==> src/rtl/alu_pipe.sv <==
// Purpose: handshaked ALU with registered result, branch decision and N/Z/C/V flags, iterative MUL.
// Latency: 1 cycle accept-to-out_valid for non-MUL ops, WIDTH+1 cycles for MUL.
// Backpressure: in_ready drops while a multiply runs or a result is held with out_ready low.
module alu_pipe #(
  parameter int WIDTH = 16,
  parameter int CNTW  = $clog2(WIDTH) + 1
) (
  input  logic             clk,
  input  logic             reset_n,
  input  logic             in_valid,
  output logic             in_ready,
  input  logic [WIDTH-1:0] busA,
  input  logic [WIDTH-1:0] busB,
  input  logic [3:0]       ALUop,
  output logic             out_valid,
  input  logic             out_ready,
  output logic [WIDTH-1:0] result,
  output logic             branch,
  output logic [3:0]       flags
);

  localparam logic [3:0] OP_AND  = 4'h0;
  localparam logic [3:0] OP_OR   = 4'h1;
  localparam logic [3:0] OP_EOR  = 4'h2;
  localparam logic [3:0] OP_MUL  = 4'h3;
  localparam logic [3:0] OP_ADD  = 4'h4;
  localparam logic [3:0] OP_SUB  = 4'h5;
  localparam logic [3:0] OP_LSL  = 4'h6;
  localparam logic [3:0] OP_LSR  = 4'h7;
  localparam logic [3:0] OP_B    = 4'h8;
  localparam logic [3:0] OP_BL   = 4'h9;
  localparam logic [3:0] OP_CBZ  = 4'hA;
  localparam logic [3:0] OP_CBNZ = 4'hB;
  localparam logic [3:0] OP_ASR  = 4'hC;
  localparam logic [3:0] OP_PASS = 4'hF;

  localparam int              MSB      = WIDTH - 1;
  localparam logic [WIDTH-1:0] WIDTH_V = WIDTH'(WIDTH);
  localparam logic [CNTW-1:0]  CNT_LAST = CNTW'(WIDTH - 1);

  typedef enum logic [1:0] {
    S_IDLE,
    S_MULT,
    S_HOLD
  } state_t;

  state_t           state_q, state_d;
  logic [WIDTH-1:0] res_q, res_d;
  logic             br_q, br_d;
  logic [3:0]       flg_q, flg_d;
  logic [WIDTH-1:0] mcand_q, mcand_d;
  logic [WIDTH-1:0] mplier_q, mplier_d;
  logic [WIDTH-1:0] acc_q, acc_d;
  logic [CNTW-1:0]  cnt_q, cnt_d;

  logic [WIDTH:0]   add_w;
  logic [WIDTH:0]   sub_w;
  logic             big_sh;
  logic [WIDTH-1:0] op_res;
  logic             op_br;
  logic             op_c;
  logic             op_v;

  // Single-cycle evaluation of every opcode except MUL, plus branch decision.
  always_comb begin
    add_w  = {1'b0, busA} + {1'b0, busB};
    sub_w  = {1'b0, busA} - {1'b0, busB};
    // Shift distances are the full busB value, so anything >= WIDTH saturates.
    big_sh = (busB >= WIDTH_V);
    op_res = '0;
    op_c   = 1'b0;
    op_v   = 1'b0;
    case (ALUop)
      OP_AND: op_res = busA & busB;
      OP_OR:  op_res = busA | busB;
      OP_EOR: op_res = busA ^ busB;
      OP_ADD: begin
        op_res = add_w[WIDTH-1:0];
        op_c   = add_w[WIDTH];
        op_v   = (busA[MSB] == busB[MSB]) && (add_w[MSB] != busA[MSB]);
      end
      OP_SUB: begin
        op_res = sub_w[WIDTH-1:0];
        // Top bit of the widened difference is the borrow; C means no borrow.
        op_c   = ~sub_w[WIDTH];
        op_v   = (busA[MSB] != busB[MSB]) && (sub_w[MSB] != busA[MSB]);
      end
      OP_LSL:  op_res = big_sh ? '0 : (busA << busB);
      OP_LSR:  op_res = big_sh ? '0 : (busA >> busB);
      OP_ASR:  op_res = big_sh ? {WIDTH{busA[MSB]}} : WIDTH'($signed(busA) >>> busB);
      OP_PASS: op_res = busB;
      default: op_res = '0;
    endcase

    case (ALUop)
      OP_B, OP_BL: op_br = 1'b1;
      OP_CBZ:      op_br = (busB == '0);
      OP_CBNZ:     op_br = (busB != '0);
      default:     op_br = 1'b0;
    endcase
  end

  // Control FSM: handshake outputs, multiply iteration and result loading.
  always_comb begin
    state_d   = state_q;
    res_d     = res_q;
    br_d      = br_q;
    flg_d     = flg_q;
    mcand_d   = mcand_q;
    mplier_d  = mplier_q;
    acc_d     = acc_q;
    cnt_d     = cnt_q;
    in_ready  = 1'b0;
    out_valid = 1'b0;

    case (state_q)
      S_IDLE: in_ready = 1'b1;
      S_MULT: begin
        acc_d    = mplier_q[0] ? (acc_q + mcand_q) : acc_q;
        mcand_d  = mcand_q << 1;
        mplier_d = mplier_q >> 1;
        cnt_d    = cnt_q + 1'b1;
        if (cnt_q == CNT_LAST) begin
          res_d   = acc_d;
          br_d    = 1'b0;
          flg_d   = {acc_d[MSB], (acc_d == '0), 2'b00};
          state_d = S_HOLD;
        end
      end
      S_HOLD: begin
        out_valid = 1'b1;
        // Freeing the output slot in the same cycle lets a new op in without a bubble.
        in_ready  = out_ready;
        if (out_ready) begin
          state_d = S_IDLE;
        end
      end
      default: state_d = S_IDLE;
    endcase

    if (in_valid && in_ready) begin
      if (ALUop == OP_MUL) begin
        mcand_d  = busA;
        mplier_d = busB;
        acc_d    = '0;
        cnt_d    = '0;
        state_d  = S_MULT;
      end else begin
        res_d   = op_res;
        br_d    = op_br;
        flg_d   = {op_res[MSB], (op_res == '0), op_c, op_v};
        state_d = S_HOLD;
      end
    end
  end

  // State and datapath registers; reset aborts any multiply in flight.
  always_ff @(posedge clk or negedge reset_n) begin
    if (!reset_n) begin
      state_q  <= S_IDLE;
      res_q    <= '0;
      br_q     <= 1'b0;
      flg_q    <= 4'b0000;
      mcand_q  <= '0;
      mplier_q <= '0;
      acc_q    <= '0;
      cnt_q    <= '0;
    end else begin
      state_q  <= state_d;
      res_q    <= res_d;
      br_q     <= br_d;
      flg_q    <= flg_d;
      mcand_q  <= mcand_d;
      mplier_q <= mplier_d;
      acc_q    <= acc_d;
      cnt_q    <= cnt_d;
    end
  end

  assign result = res_q;
  assign branch = br_q;
  assign flags  = flg_q;

endmodule

==> config.mk <==
export PLATFORM = sky130hd
export DESIGN_NAME = alu_pipe
export DESIGN_NICKNAME = d
export VERILOG_FILES = /design/src/rtl/alu_pipe.sv
export SDC_FILE = /design/constraint.sdc
export NUM_CORES = 1
export LEC_CHECK = 0
export BUFFER_PORTS_ARGS = -buffer_cell sky130_fd_sc_hd__buf_2
export CAP_MARGIN = 20
export CORE_ASPECT_RATIO = 0.75
export CORE_MARGIN = 4
export CORE_UTILIZATION = 33
export CTS_CLUSTER_DIAMETER = 40
export CTS_CLUSTER_SIZE = 20
export DETAILED_ROUTE_END_ITERATION = 16
export PLACE_DENSITY = 0.55
export SYNTH_ARGS = -nofsm -noshare
export SYNTH_HDL_FRONTEND = slang
export SYNTH_SLANG_ARGS = --single-unit
==> constraint.sdc <==
create_clock -name clk -period 4.56 [get_ports clk]
set_clock_uncertainty 0.15 [all_clocks]
set_input_delay 0.912 -clock clk [delete_from_list [all_inputs] [get_ports clk]]
set_output_delay 0.912 -clock clk [all_outputs]
set_load 0.02 [all_outputs]
==> results of run 1 <==
==> final cells by class <==
| class | instances | share of cell area [%] |
|---|---|---|
| Inverter | 52 | 1.87 |
| Tap cell | 351 | 4.20 |
| Sequential cell | 76 | 18.2 |
| Timing Repair Buffer | 150 | 9.83 |
| Clock inverter | 4 | 0.693 |
| Multi-Input combinational cell | 931 | 62.9 |
| Clock buffer | 12 | 2.36 |
==> final timing paths <==
kind / startpoint / endpoint / slack (ps) / cells past startpoint
worst max-delay path: busA[0] / flags[2] / 410 / 14
worst min-delay path: reset_n / cnt_q[3] / 280 / 1
worst max register to register: mcand_q[0] / flags[2] / 720 / 11
worst min register to register: flags[0] / flags[0] / 350 / 2
max in group asynchronous: reset_n / mcand_q[3] / 3370 / 2
min in group clk: flags[0] / flags[0] / 350 / 2
==> power groups by stage <==
stage	Clock (mW)	Sequential (mW)	Combinational, mW
2_1_floorplan	0	1.15	1.59
3_3_place_gp	0	1.17	2.20
3_5_place_dp	0	1.17	2.23
4_1_cts	0.799	1.16	2.24
5_1_grt	0.827	1.20	2.52
6_report	0.778	1.16	2.27
==> worst max-delay path, cell delays in order <==
cell                       delay (ps)
sky130_fd_sc_hd__buf_2            100
sky130_fd_sc_hd__inv_1             70
sky130_fd_sc_hd__ha_1             230
sky130_fd_sc_hd__fa_1             440
sky130_fd_sc_hd__or2_0            250
sky130_fd_sc_hd__a221oi_1         350
sky130_fd_sc_hd__o31ai_1          140
sky130_fd_sc_hd__a2111o_1         410
sky130_fd_sc_hd__o311ai_0         100
sky130_fd_sc_hd__nand4_1          210
sky130_fd_sc_hd__nor4_2           270
sky130_fd_sc_hd__nand4_1          220
sky130_fd_sc_hd__nor4_1           370
sky130_fd_sc_hd__a31o_1           190
==> cell families (layout without fill, tap and decap cells) <==
kind of cell             count (synthesis)  in the layout  share of synthesized area [%]
AO/OA/AOI/OAI                          369            369                           27.4
buffers and inverters                  149            218                           6.88
AND/OR/NAND/NOR                        396            396                           21.3
flip-flops                              76             76                           21.0
XOR/XNOR                                22             22                           2.12
adder cells (fa/ha/maj)                 68             68                           9.62
multiplexers                            76             76                           11.7
==> per-layer routing <==
| layer | routed length (µm) | up-vias |
|---|---|---|
| met4 | 608 | 0 |
| met1 | 17500 | 4608 |
| met2 | 14600 | 499 |
| met3 | 4460 | 56 |
| li1 | - | 4446 |
| met5 | 0 | - |
==> state kept, by name, summed over array words and instances, names as in the netlist <==
name      flops
cnt_q         5
state_q       2
result       16
branch        1
mplier_q     16
flags         4
acc_q        16
mcand_q      16
==> layout by cell type, fill, tap and decap left out, types with 8 or more instances in the layout <==
| cell | count |
|---|---|
| sky130_fd_sc_hd__nand2b_1 | 9 |
| sky130_fd_sc_hd__a21oi_1 | 63 |
| sky130_fd_sc_hd__o21ai_0 | 78 |
| sky130_fd_sc_hd__inv_1 | 50 |
| sky130_fd_sc_hd__and2_1 | 9 |
| sky130_fd_sc_hd__dfrtp_1 | 76 |
| sky130_fd_sc_hd__and3_1 | 9 |
| sky130_fd_sc_hd__nor4_1 | 8 |
| sky130_fd_sc_hd__o31ai_1 | 9 |
| sky130_fd_sc_hd__nand3_1 | 25 |
| sky130_fd_sc_hd__a22oi_1 | 8 |
| sky130_fd_sc_hd__o21a_1 | 9 |
| sky130_fd_sc_hd__mux2i_1 | 47 |
| sky130_fd_sc_hd__nor3_1 | 22 |
| sky130_fd_sc_hd__nor2b_1 | 11 |
| sky130_fd_sc_hd__mux4_2 | 22 |
| sky130_fd_sc_hd__buf_2 | 61 |
| sky130_fd_sc_hd__xnor2_1 | 17 |
| sky130_fd_sc_hd__a21o_1 | 12 |
| sky130_fd_sc_hd__buf_4 | 84 |
| sky130_fd_sc_hd__a31oi_1 | 44 |
| sky130_fd_sc_hd__nor2_1 | 114 |
| sky130_fd_sc_hd__ha_1 | 65 |
| sky130_fd_sc_hd__a211oi_1 | 27 |
| sky130_fd_sc_hd__a221oi_1 | 11 |
| sky130_fd_sc_hd__clkbuf_16 | 9 |
| sky130_fd_sc_hd__nand2_1 | 130 |
| sky130_fd_sc_hd__o211ai_1 | 20 |
| sky130_fd_sc_hd__o22ai_1 | 9 |
| sky130_fd_sc_hd__or3_1 | 11 |
==> flow_summary_export.csv, run 1 <==
group,metric,value,unit
cells_and_area,post_route_cells_drive_above_1_share,18.0,%
die,coreArea,27000,µm²
pwr,clock_power_share,18.5,%
detailed_routing,routed-via-count,9609,
clock_tree,cts.path.max_buffers,2,
global_route,first_global_vias,8910,
cells_and_area,seqCellArea,1900,µm²
clock_tree,clk_latency,340,ps
global_route,grt_max_degree,77,
global_route,met3_usage,7.71,%
place,place_congestion,1.03,
yosys,synth_warnings,0,
timing,slew-limit-headroom,39.7,%
die,pin_count,63,
detailed_routing,drt_drc_violations_left,0,
detailed_routing,wire_per_inst,23.6,µm
cells_and_area,antenna-diode-count,0,
clock_tree,postCtsHoldBufs,0,
place,placement.io_buffers,62,
yosys,synth_largest_area_cell,"sky130_fd_sc_hd__dfrtp_1",
critical_path,critPathLaunchType,"input port",
yosys,synth_enable_flop_cells,0,
clock_tree,cts_tree,"done",
cells_and_area,fin_cells,1576,
cells_and_area,layout.cell_area.non_filler,10500,µm²
place,dp_hpwl,29000,µm
timing,rsz0062_at_grt,"no",
die,initial_utilization,33.6,%
critical_path,worst-setup-path-type,"input port to register",
pwr,combinationalPowerShare,53.9,%
clock_tree,post_cts.resized_instances,0,
detailed_routing,detailed_route_iter0_violations,1149,
yosys,avgSynthCellArea,7.85,µm²
pwr,intPower,2.39,mW
timing,timing.final.crit_period,4150,ps
pwr,cellLeakagePower,4.48,nW
yosys,synthesis.nets,1264,
cells_and_area,final_nets,1328,
cells_and_area,number_of_fill_cells,2830,
timing,fmax,241,MHz
pwr,totalPowerFinal,4.21,mW
timing,endpoints_failing_hold,0,
global_route,first_pass_grt_wire_length,56200,µm
timing,final.setup.tns,0,ps
timing,timing.final.crit_share,91.0,%
die,rows,52,
yosys,post-synth-top-count-cell,"sky130_fd_sc_hd__nand2_1",
timing,timing_worst_slew_pin_value,882,ps
timing,drv_slew,0,
global_route,use_met1,37.3,%
yosys,synth_flop_cell,"sky130_fd_sc_hd__dfrtp_1",
yosys,netlist-cell-type-count,87,
yosys,synth_area,9070,µm²
critical_path,critical_path.max_fanout,4,
global_route,grt_use_total,24.3,%
critical_path,crit_required,4690,ps
pwr,power_per_cell_area,403,nW/µm²
detailed_routing,vias_per_cell,6.10,
place,dpl_cell_area,10100,µm²
timing,timing.final.setup_violations,0,
clock_tree,cts.clk_slew.worst_paths,60,ps
clock_tree,cts_setup_buffers,0,
global_route,top_usage_layer,"met1",
critical_path,category_of_the_worst_setup_path_capture_point,"register",
yosys,yosys-top-cells-area,"sky130_fd_sc_hd__dfrtp_1, sky130_fd_sc_hd__ha_1, sky130_fd_sc_hd__mux4_2",
clock_tree,cts-root-buf,"sky130_fd_sc_hd__clkbuf_16",
yosys,yosys_register_bits,76,
die,die-height,152,µm
clock_tree,cts_buffers,9,
yosys,synthDominantCellAreaShare,21.0,%
global_route,grt_remaining_overflow,0,
yosys,async_flop_share,100,%
worst_hold_path,min-delay-path-class,"input port to asynchronous set/reset pin",
place,post-place-ws,142,ps
yosys,synth-seq-area-share,21.0,%
cells_and_area,synthToLayoutAreaGrowth,15.3,%
critical_path,worstPathArrival,4280,ps
cells_and_area,multi_input_comb_area,6580,µm²
place,number_of_placed_instances_taps_included,1558,
detailed_routing,detail-route-antenna-nets,0,
yosys,cell_count_after_synthesis,1156,
run,max-cap-violations,0,
pwr,worst_ir_drop_vdd,0.267,mV
status,outcome,"finished, final reports clean",
cells_and_area,final_core_util,38.8,%
pwr,seqPwrFrac,27.6,%
timing,timing.final.ws_setup,412,ps
timing,fin_worst_hold_slack,277,ps
die,dieArea,30200,µm²
global_route,grt.met2_usage,33.2,%
yosys,synthTopCellsByCount,"sky130_fd_sc_hd__nand2_1, sky130_fd_sc_hd__nor2_1, sky130_fd_sc_hd__o21ai_0",
pwr,p_switching,1.83,mW
detailed_routing,drt-pass1-iter-count,10,
clock_tree,clkSinkCount,76,
global_route,antenna_found_initial,0,
detailed_routing,drt-total-wl,37200,µm
pwr,power.switching_fraction,43.4,%
clock_tree,htree_num_levels,3,
die,die-width,199,µm
Power figures use the tool's default switching activity.
==> run 2, diff against run 1 <==
CORE_UTILIZATION = 45   (was 33)
PLACE_DENSITY = 0.68   (was 0.55)
clock period = 5 ns   (was 4.56 ns; I/O delays follow)
==> flow_summary_export.csv, run 2 (same netlist as run 1, synthesis figures left out) <==
group,metric,value,unit
status,outcome,"finished, final reports clean",
detailed_routing,detail-route-antenna-nets,0,
timing,slew-limit-headroom,26.6,%
pwr,worst_ir_drop_vdd,0.221,mV
timing,drv_slew,0,
clock_tree,postCtsHoldBufs,0,
timing,timing.final.crit_share,87.0,%
cells_and_area,fin_cells,1437,
pwr,p_switching,1.67,mW
die,dieArea,22500,µm²
detailed_routing,drt_drc_violations_left,0,
run,max-cap-violations,0,
global_route,grt_remaining_overflow,0,
critical_path,worstPathArrival,4490,ps
pwr,power_per_cell_area,373,nW/µm²
global_route,grt_max_degree,77,
global_route,antenna_found_initial,0,
global_route,grt_use_total,30.5,%
critical_path,crit_required,5140,ps
place,place_congestion,1.05,
die,die-width,172,µm
detailed_routing,drt-total-wl,34500,µm
timing,timing.final.ws_setup,652,ps
clock_tree,cts_setup_buffers,0,
clock_tree,cts_buffers,9,
timing,timing.final.crit_period,4350,ps
die,rows,44,
clock_tree,htree_num_levels,3,
place,number_of_placed_instances_taps_included,1421,
detailed_routing,wire_per_inst,24.0,µm
cells_and_area,mostFrequentLayoutCell,"sky130_fd_sc_hd__nand2_1",
clock_tree,post_cts.resized_instances,0,
critical_path,critical_path.max_fanout,8,
die,die-height,131,µm
pwr,clock_power_share,16.5,%
cells_and_area,antenna-diode-count,0,
detailed_routing,vias_per_cell,6.64,
clock_tree,cts.clk_slew.worst_paths,70,ps
timing,timing_worst_slew_pin_value,1100,ps
pwr,totalPowerFinal,3.71,mW
place,placement.io_buffers,62,
clock_tree,cts-root-buf,"sky130_fd_sc_hd__clkbuf_16",
cells_and_area,final_cell_mix,"sky130_fd_sc_hd__nand2_1, sky130_fd_sc_hd__nor2_1, sky130_fd_sc_hd__o21ai_0, sky130_fd_sc_hd__dfrtp_1, sky130_fd_sc_hd__ha_1",
critical_path,critPathLaunchType,"input port",
pwr,intPower,2.04,mW
pwr,cellLeakagePower,4.25,nW
die,pin_count,63,
cells_and_area,synthToLayoutAreaGrowth,9.65,%
global_route,first_pass_grt_wire_length,53200,µm
worst_hold_path,min-delay-path-class,"register to register",
detailed_routing,detailed_route_iter0_violations,1274,
place,post-place-ws,346,ps
timing,timing.final.setup_violations,0,
clock_tree,cts_tree,"done",
cells_and_area,post_route_cells_drive_above_1_share,15.1,%
clock_tree,clk_latency,350,ps
cells_and_area,final_nets,1287,
timing,final.setup.tns,0,ps
cells_and_area,final_core_util,50.8,%
global_route,first_global_vias,8932,
clock_tree,cts.path.max_buffers,2,
pwr,combinationalPowerShare,54.1,%
critical_path,r2r_setup_slack,1040,ps
timing,fmax,230,MHz
critical_path,worst-setup-path-type,"input port to register",
timing,endpoints_failing_hold,0,
place,dp_hpwl,26300,µm
detailed_routing,routed-via-count,9548,
pwr,seqPwrFrac,29.4,%
detailed_routing,drt-pass1-iter-count,6,
timing,rsz0062_at_grt,"no",
cells_and_area,number_of_fill_cells,1904,
die,initial_utilization,46.3,%
critical_path,category_of_the_worst_setup_path_capture_point,"register",
die,coreArea,19600,µm²
clock_tree,clkSinkCount,76,
pwr,power.switching_fraction,45.0,%
[run 2: cell types whose count changed in the layout (fill, tap and decap cells not counted)]
cell / previous run / this run
sky130_fd_sc_hd__nor4bb_2: 1 / 0
sky130_fd_sc_hd__buf_12: 3 / 2
sky130_fd_sc_hd__clkbuf_2: 1 / 0
sky130_fd_sc_hd__nor4bb_1: 1 / 2
sky130_fd_sc_hd__clkbuf_1: 2 / 1
sky130_fd_sc_hd__bufinv_16: 2 / 0
sky130_fd_sc_hd__buf_4: 84 / 46
sky130_fd_sc_hd__clkinv_2: 1 / 4
sky130_fd_sc_hd__buf_16: 1 / 0
[run 2: per-stage QoR]
| stage | hold WS (ps) | cell area, µm² |
|---|---|---|
| after floorplan | 319 | 9070 |
| after global placement | 334 | 9680 |
| after detailed placement | 341 | 9680 |
| after CTS | 356 | 9950 |
| after global routing | 370 | 9950 |
| final | 357 | 9950 |
[run 2: layout make-up]
type / count / area [µm²] / area share, %
Tap cell: 253 / 317 / 3.18
Inverter: 52 / 195 / 1.96
Clock inverter: 5 / 27.5 / 0.277
Timing Repair Buffer: 109 / 691 / 6.94
Sequential cell: 76 / 1900 / 19.1
Multi-Input combinational cell: 931 / 6580 / 66.1
Clock buffer: 11 / 243 / 2.44
[run 2: routing by layer]
layer | GRT usage, % | vias to the layer above | share of wire (%)
met5 | 0 | - | 0
met4 | 7.86 | 0 | 2.4
met3 | 9.56 | 69 | 12
met2 | 41.7 | 539 | 40
met1 | 46.2 | 4581 | 46
li1 | - | 4359 | -
[run 2: final timing paths]
check / from / end / cells past startpoint
min in group asynchronous: reset_n / cnt_q[2] / 1
max reg2reg: mcand_q[0] / flags[2] / 11
min reg2reg: mplier_q[15] / mplier_q[15] / 2
max: busA[0] / flags[2] / 14
min: mplier_q[15] / mplier_q[15] / 2
max in group asynchronous: reset_n / mcand_q[3] / 1
[run 2: critical path, cell delays in order]
cell,delay (ps)
sky130_fd_sc_hd__buf_2,180
sky130_fd_sc_hd__inv_1,100
sky130_fd_sc_hd__ha_1,230
sky130_fd_sc_hd__fa_1,420
sky130_fd_sc_hd__or2_0,250
sky130_fd_sc_hd__a221oi_1,370
sky130_fd_sc_hd__o31ai_1,190
sky130_fd_sc_hd__a2111o_1,430
sky130_fd_sc_hd__o311ai_0,110
sky130_fd_sc_hd__nand4_1,190
sky130_fd_sc_hd__nor4_2,290
sky130_fd_sc_hd__nand4_1,190
sky130_fd_sc_hd__nor4_1,340
sky130_fd_sc_hd__a31o_1,190
[run 2: power by group through the flow]
stage               clock network, mW  registers (mW)  logic, mW
floorplan                           0            1.05       1.45
detailed placement                  0            1.10       1.95
CTS                             0.618            1.09       1.96
global placement                    0            1.09       1.91
finish                          0.613            1.09       2.01
global route                    0.648            1.13       2.20
